### src/rtl/clk_meter_pkg.sv
// Shared types for the clock meter: status encoding, FSM states, default counter width.
package clk_meter_pkg;

  localparam int CNT_W_DEF = 32;

  typedef enum logic [2:0] {
    ST_IDLE      = 3'd0,
    ST_MEASURING = 3'd1,
    ST_LOCKED    = 3'd2,
    ST_SLOW      = 3'd3,
    ST_FAST      = 3'd4,
    ST_TIMEOUT   = 3'd5,
    ST_OVERFLOW  = 3'd6
  } status_e;

  typedef enum logic [1:0] {
    S_IDLE  = 2'd0,
    S_ARM   = 2'd1,
    S_COUNT = 2'd2,
    S_DONE  = 2'd3
  } state_e;

endpackage

### src/rtl/clk_meter_sync_edge.sv
// Multi-flop synchroniser for an asynchronous level, followed by a rising-edge pulse.
module clk_meter_sync_edge #(
  parameter int STAGES = 2
) (
  input  logic clk,
  input  logic reset,
  input  logic async_i,
  output logic rise_o
);

  logic [STAGES-1:0] sync_q;
  logic              dly_q;

  always_ff @(posedge clk) begin
    if (reset) begin
      sync_q <= '0;
      dly_q  <= 1'b0;
    end else begin
      sync_q <= {sync_q[STAGES-2:0], async_i};
      dly_q  <= sync_q[STAGES-1];
    end
  end

  assign rise_o = sync_q[STAGES-1] & ~dly_q;

endmodule

### src/rtl/clk_meter.sv
// Clock meter: counts ref_clk cycles over N periods of meas_in and grades the result.
// Optional min/max single-period tracking when CLK_METER_MINMAX_EN is defined.
//
// state   | meaning
// S_IDLE  | disabled; status shows the last result
// S_ARM   | settings captured, waiting for the first meas_in rise
// S_COUNT | counting ref cycles, counting meas_in rises
// S_DONE  | one cycle: grade the captured count, publish result
module clk_meter
  import clk_meter_pkg::*;
#(
  parameter int CNT_W          = CNT_W_DEF,
  parameter int SYNC_STAGES    = 2,
  parameter int TIMEOUT_CYCLES = 65536
) (
  input  logic             ref_clk,
  input  logic             reset,
  input  logic             enable,
  input  logic             meas_in,
  input  logic [7:0]       periods,
  input  logic [CNT_W-1:0] expected,
  input  logic [15:0]      tolerance,
  output logic [CNT_W-1:0] measured,
  output logic             valid,
  output logic [2:0]       status
`ifdef CLK_METER_MINMAX_EN
  ,
  output logic [CNT_W-1:0] min_period,
  output logic [CNT_W-1:0] max_period
`endif
);

  localparam int TO_W = (TIMEOUT_CYCLES > 2) ? $clog2(TIMEOUT_CYCLES) : 1;
  localparam logic [TO_W-1:0] TO_LOAD = TO_W'(TIMEOUT_CYCLES - 1);

  state_e           state_q, state_d;
  logic [CNT_W-1:0] count_q, count_d;
  logic [7:0]       edges_q, edges_d, edges_nxt;
  logic [7:0]       per_q, per_d;
  logic [CNT_W-1:0] exp_q, exp_d;
  logic [CNT_W-1:0] tol_q, tol_d;
  logic [TO_W-1:0]  idle_q, idle_d;
  logic [CNT_W-1:0] meas_q, meas_d;
  logic             valid_q, valid_d;
  status_e          status_q, status_d;
  status_e          last_res_q, last_res_d;

  logic    rise;
  logic    idle_run, idle_tc;
  logic    arm_load, result_ev;
  status_e result, grade;

  logic [CNT_W:0] m_x, e_x, t_x, hi_x, mt_x;

  clk_meter_sync_edge #(
    .STAGES (SYNC_STAGES)
  ) u_sync (
    .clk     (ref_clk),
    .reset   (reset),
    .async_i (meas_in),
    .rise_o  (rise)
  );

  // One extra bit keeps expected+tolerance from wrapping.
  assign m_x  = {1'b0, meas_q};
  assign e_x  = {1'b0, exp_q};
  assign t_x  = {1'b0, tol_q};
  assign hi_x = e_x + t_x;
  assign mt_x = m_x + t_x;

  always_comb begin
    grade = ST_LOCKED;
    if (m_x > hi_x)     grade = ST_SLOW;
    else if (mt_x < e_x) grade = ST_FAST;
  end

  assign idle_run  = (state_q == S_ARM) || (state_q == S_COUNT);
  assign idle_tc   = idle_run && !rise && (idle_q == '0);
  assign edges_nxt = edges_q + 8'd1;

  always_comb begin
    state_d    = state_q;
    count_d    = count_q;
    edges_d    = edges_q;
    per_d      = per_q;
    exp_d      = exp_q;
    tol_d      = tol_q;
    meas_d     = meas_q;
    valid_d    = 1'b0;
    status_d   = status_q;
    last_res_d = last_res_q;
    arm_load   = 1'b0;
    result_ev  = 1'b0;
    result     = ST_IDLE;

    unique case (state_q)
      S_IDLE: begin
        if (enable) begin
          state_d  = S_ARM;
          arm_load = 1'b1;
        end
      end
      S_ARM: begin
        if (!enable) begin
          state_d = S_IDLE;
        end else if (rise) begin
          count_d = CNT_W'(1);
          edges_d = '0;
          state_d = S_COUNT;
        end else if (idle_tc) begin
          meas_d    = '0;
          result_ev = 1'b1;
          result    = ST_TIMEOUT;
          arm_load  = 1'b1;
        end
      end
      S_COUNT: begin
        if (!enable) begin
          state_d = S_IDLE;
        end else if (count_q == '1) begin
          meas_d    = '1;
          result_ev = 1'b1;
          result    = ST_OVERFLOW;
          state_d   = S_ARM;
          arm_load  = 1'b1;
        end else begin
          count_d = count_q + CNT_W'(1);
          if (rise) begin
            edges_d = edges_nxt;
            if (edges_nxt == per_q) begin
              meas_d  = count_q;
              state_d = S_DONE;
            end
          end else if (idle_tc) begin
            meas_d    = '0;
            result_ev = 1'b1;
            result    = ST_TIMEOUT;
            state_d   = S_ARM;
            arm_load  = 1'b1;
          end
        end
      end
      S_DONE: begin
        result_ev = 1'b1;
        result    = grade;
        state_d   = enable ? S_ARM : S_IDLE;
        arm_load  = enable;
      end
      default: state_d = S_IDLE;
    endcase

    if (arm_load) begin
      per_d = (periods == 8'd0) ? 8'd1 : periods;
      exp_d = expected;
      tol_d = CNT_W'(tolerance);
    end

    // A result is visible for the valid cycle; otherwise show activity or the last result.
    if (result_ev) begin
      valid_d    = 1'b1;
      status_d   = result;
      last_res_d = result;
    end else if (state_d == S_IDLE) begin
      status_d = last_res_q;
    end else begin
      status_d = ST_MEASURING;
    end
  end

  always_comb begin
    idle_d = idle_q - TO_W'(1);
    if (!idle_run || rise || arm_load) idle_d = TO_LOAD;
  end

  always_ff @(posedge ref_clk) begin
    if (reset) begin
      state_q    <= S_IDLE;
      count_q    <= '0;
      edges_q    <= '0;
      per_q      <= '0;
      exp_q      <= '0;
      tol_q      <= '0;
      idle_q     <= '0;
      meas_q     <= '0;
      valid_q    <= 1'b0;
      status_q   <= ST_IDLE;
      last_res_q <= ST_IDLE;
    end else begin
      state_q    <= state_d;
      count_q    <= count_d;
      edges_q    <= edges_d;
      per_q      <= per_d;
      exp_q      <= exp_d;
      tol_q      <= tol_d;
      idle_q     <= idle_d;
      meas_q     <= meas_d;
      valid_q    <= valid_d;
      status_q   <= status_d;
      last_res_q <= last_res_d;
    end
  end

  assign measured = meas_q;
  assign valid    = valid_q;
  assign status   = status_q;

`ifdef CLK_METER_MINMAX_EN
  logic [CNT_W-1:0] min_q, max_q, last_q, prd;
  logic             en_q;

  // Count at the previous rise; the arming rise corresponds to count 0.
  assign prd = count_q - last_q;

  always_ff @(posedge ref_clk) begin
    if (reset) begin
      min_q  <= '1;
      max_q  <= '0;
      last_q <= '0;
      en_q   <= 1'b0;
    end else begin
      en_q <= enable;
      if (enable && !en_q) begin
        min_q <= '1;
        max_q <= '0;
      end else if ((state_q == S_COUNT) && rise) begin
        if (prd < min_q) min_q <= prd;
        if (prd > max_q) max_q <= prd;
      end
      if ((state_q == S_ARM) && rise)        last_q <= '0;
      else if ((state_q == S_COUNT) && rise) last_q <= count_q;
    end
  end

  assign min_period = min_q;
  assign max_period = max_q;
`endif

endmodule

### config.mk
export PLATFORM = sky130hd
export DESIGN_NAME = clk_meter
export DESIGN_NICKNAME = d
export VERILOG_FILES = /design/src/rtl/clk_meter_pkg.sv /design/src/rtl/clk_meter_sync_edge.sv /design/src/rtl/clk_meter.sv
export SDC_FILE = /design/constraint.sdc
export NUM_CORES = 1
export LEC_CHECK = 0
export ABC_AREA = 1
export CORE_MARGIN = 3
export CORE_UTILIZATION = 30
export DETAILED_ROUTE_END_ITERATION = 12
export HOLD_SLACK_MARGIN = 0.1
export SETUP_SLACK_MARGIN = 0.15
export SYNTH_ARGS = -nofsm -noshare
export SYNTH_HDL_FRONTEND = slang
export SYNTH_HIERARCHICAL = 1
export SYNTH_SLANG_ARGS = --single-unit
### constraint.sdc
create_clock -name ref_clk -period 3.7 [get_ports ref_clk]
set_input_delay 0.74 -clock ref_clk [delete_from_list [all_inputs] [get_ports ref_clk]]
set_output_delay 0.74 -clock ref_clk [all_outputs]
set_load 0.01 [all_outputs]
==> flow_metrics.py <==
metrics = {
    "job": {
        "cap_violations": 0,
    },
    "final_layout": {
        "area_growth_pct": 26.63,
        "n_antenna_cell": 0,
        "fin_area_mm2": 0.01352,
        "drive_gt1_share_pct": 12.63,
        "nets": 1822,
    },
    "route": {
        "routed_via_density": 4.968,
        "drt_first_pass_iters": 5,
        "wl_per_cell_um": 15.02,
        "dr.first_iter.drc_count": 728,
        "via_count": 10556,
        "wl_mm": 31.92,
        "postRouteAntennaNets": 0,
        "post-route-drc-count": 0,
    },
    "timing": {
        "drv_slew": 0,
        "max_freq_ghz": 0.2764,
        "slew_headroom_pct": 33.50,
        "setup_viol": 0,
        "rsz0062_at_grt": "yes",
        "whs_ns": 0.4066,
        "fin_crit_ns": 3.618,
        "hold_viol": 0,
        "finClkSkew_ns": 0.01424,
        "tightest_slew_ns": 0.9951,
        "fin_crit_sh_pct": 97.78,
    },
    "setup_path": {
        "crit_required_ns": 4.07,
        "r2r_end": "last_res_q[1]$_SDFFE_PP0P_",
        "reg2reg_from": "tol_q[4]$_SDFFE_PP0P_",
        "startpoint_type": "register",
        "worstPathArrival_ns": 3.99,
        "rr_worst_depth": 26,
        "crit_fanout": 3,
        "r2r_setup_slack_ns": 0.08,
        "worstSetupPathType": "reg -> reg",
        "worstSetupEndpointType": "register",
    },
    "hold_path": {
        "hold_path_depth": 2,
        "holdCritStartpoint": "u_sync/sync_q[0]$_SDFF_PP0_",
        "worstHoldEndpoint": "u_sync/sync_q[1]$_SDFF_PP0_",
        "min_path_type": "reg -> reg",
    },
    "synthesis": {
        "ys_ff_latch": 156,
        "synth_top_area_cell": "dfxtp_1",
        "synthTopCellsByArea": "dfxtp_1 29%, ha_1 12%, nand2_1 8.2%",
        "syn_nets": 1669,
        "yosysSeqAreaShare_pct": 29.26,
        "ys_warn_count": 6,
        "syn_area_mm2": 0.01067,
        "ys.flop_type": "dfxtp_1",
        "synth_edf_count": 0,
        "synth-async-reset-ratio_pct": 0,
        "synth_common_cells": "232 x nand2_1, 180 x inv_1, 160 x a21oi_1",
        "synth_cell_type_count": 48,
        "yosysMostFrequentCell": "nand2_1",
        "yosysTopAreaCellShare_pct": 29.26,
        "syn_area_per_cell_um2": 7.092,
        "synth_cells": 1505,
    },
    "floorplan": {
        "die_w_um": 194.6,
        "dieArea_mm2": 0.03788,
        "ioPinCount": 96,
        "rows": 68,
        "coreArea_mm2": 0.03480,
        "fp.dieH_um": 194.6,
        "start_util_pct": 30.67,
    },
    "placed_design": {
        "place.gp.congestion": 0.8927,
        "io_buffers": 95,
        "placed_cell_area_mm2": 0.01253,
        "detailed_place_hpwl_mm": 24.64,
    },
    "clock_tree": {
        "insertion_delay_ns": 0.45,
        "htree_levels": 4,
        "cts_buffers": 17,
        "cts_root_buf": "clkbuf_16",
        "cts.sinks": 156,
        "cts_tree": "done",
        "path_clk_slew_ns": 0.06,
        "clock_path_buffers": 2,
        "holdBufCountCts": 0,
    },
    "grt": {
        "grt_util_all_layers_pct": 16.60,
        "antenna_found_initial": 1,
        "gr-total-overflow": 0,
        "grt_max_degree": 110,
        "grt_pass1_vias": 10321,
        "grt_pass1_wl_mm": 51.76,
    },
    "power_and_ir_drop": {
        "p_leak_nw": 5.696,
        "power_density_mw_per_mm2": 521.7,
        "vdd_drop_max_mv": 0.3469,
    },
    "outcome": {
        "status": "finished, final reports clean",
    },
}
==> final cells by class <==
cell class / count / area, um2
flip-flops and latches: 156 / 3147
repair buffers: 183 / 1648
multi-input cells: 1115 / 6853
fillers: 3592 / 21280
inverters: 185 / 695.7
clock buffers: 19 / 442.9
well taps: 455 / 569.3
clock inverters: 12 / 161.4
==> worst max-delay path, cell delays in order, from the launching register on <==
cell	delay (ns)
dfxtp_4	0.37
ha_4	0.28
inv_2	0.04
o21bai_1	0.16
a21oi_2	0.06
o21bai_1	0.17
a21oi_2	0.09
inv_1	0.07
a21oi_2	0.04
buf_4	0.15
o21ai_4	0.19
buf_6	0.13
nand3_1	0.07
xor2_1	0.16
ha_1	0.27
nand2_1	0.08
nor4b_2	0.26
nand3_1	0.15
nor2_1	0.12
nand3_1	0.08
nand2_2	0.08
nand2_1	0.07
nand3_2	0.12
nand2_1	0.06
nand2_1	0.08
nand2_2	0.06
a21oi_2	0.12
==> power breakdown <==
part / total [mW] / leakage (nW) / internal (mW) / switching [mW]
sequential: 2.19 / 1.29 / 1.92 / 0.277
clock: 1.86 / 0.287 / 1.08 / 0.772
combinational: 3.00 / 4.12 / 1.32 / 1.68
==> registers in the layout, summed over array words and instances, names as in the netlist <==
name,count
exp_q,32
last_res_q,3
u_sync/sync_q,2
tol_q,16
edges_q,8
per_q,8
status,3
state_q,2
u_sync/dly_q,1
count_q,32
valid,1
idle_q,16
measured,32
==> cells by family after synthesis <==
logic type | Yosys count | synth area share (%)
buffers and inverters | 234 | 9.061
and+or+nand+nor | 550 | 22.61
adders and majority gates | 104 | 12.33
xor gates and xnor gates | 81 | 6.646
AOI/OAI and AO/OA | 380 | 20.09
DFF | 156 | 29.26
==> timing repair <==
action / CTS / global route
endpoints found under the setup margin: 6 / 6
gates resized for setup: 42 / 35
buffers inserted: 3 / 7
pin swaps: 16 / 28
==> cells in the final DEF (no fill, tap or decap), types with 9 or more instances in the layout <==
cell / synthesis / routed
nand4_1: 36 / 36
a21oi_1: 160 / 153
dfxtp_2: 0 / 10
inv_1: 180 / 176
dfxtp_1: 156 / 143
xnor2_1: 23 / 23
a221oi_1: 33 / 33
nand3_1: 49 / 44
nor3_1: 41 / 37
buf_4: 5 / 83
o21ai_0: 138 / 133
xor2_1: 58 / 58
ha_1: 102 / 92
nand2_1: 232 / 218
ha_4: 0 / 9
nand2_2: 3 / 17
clkdlybuf4s50_1: 0 / 95
nor2_1: 155 / 153
clkbuf_16: 0 / 17
==> worst max path at each step <==
| stage | from | to | depth (start not counted) |
|---|---|---|---|
| final | tol_q[4]$_SDFFE_PP0P_ | last_res_q[1]$_SDFFE_PP0P_ | 26 |
| after global routing | measured[1]$_SDFFE_PP0P_ | last_res_q[1]$_SDFFE_PP0P_ | 25 |
| after CTS | measured[6]$_SDFFE_PP0P_ | last_res_q[1]$_SDFFE_PP0P_ | 27 |
| after detailed placement | exp_q[2]$_SDFFE_PP0P_ | last_res_q[1]$_SDFFE_PP0P_ | 26 |
| after global placement | tol_q[4]$_SDFFE_PP0P_ | last_res_q[1]$_SDFFE_PP0P_ | 25 |
| after floorplan | exp_q[2]$_SDFFE_PP0P_ | status[2]$_SDFF_PP0_ | 24 |
==> metrics by stage <==
stage	utilization, %	TNS (ns)	cells	setup slack [ns]	total power, mW
floorplan	-	0	1505	0.2812	3.964
global placement	36.02	-0.3562	2084	-0.09482	5.009
detailed placement	36.02	-0.6696	2084	-0.1609	5.049
CTS	38.37	0	2118	0.05607	7.015
global route	38.84	-0.8105	2125	-0.1911	7.568
finish	38.84	0	2125	0.08211	7.052
==> routing by layer <==
metal	GRT usage (%)	vias up	routed length, um
li1	-	5415	-
met1	20.90	4919	14790
met2	28.47	176	15160
met3	3.172	46	1233
met4	5.665	0	740
met5	0	-	0
Power figures use the tool's default switching activity.
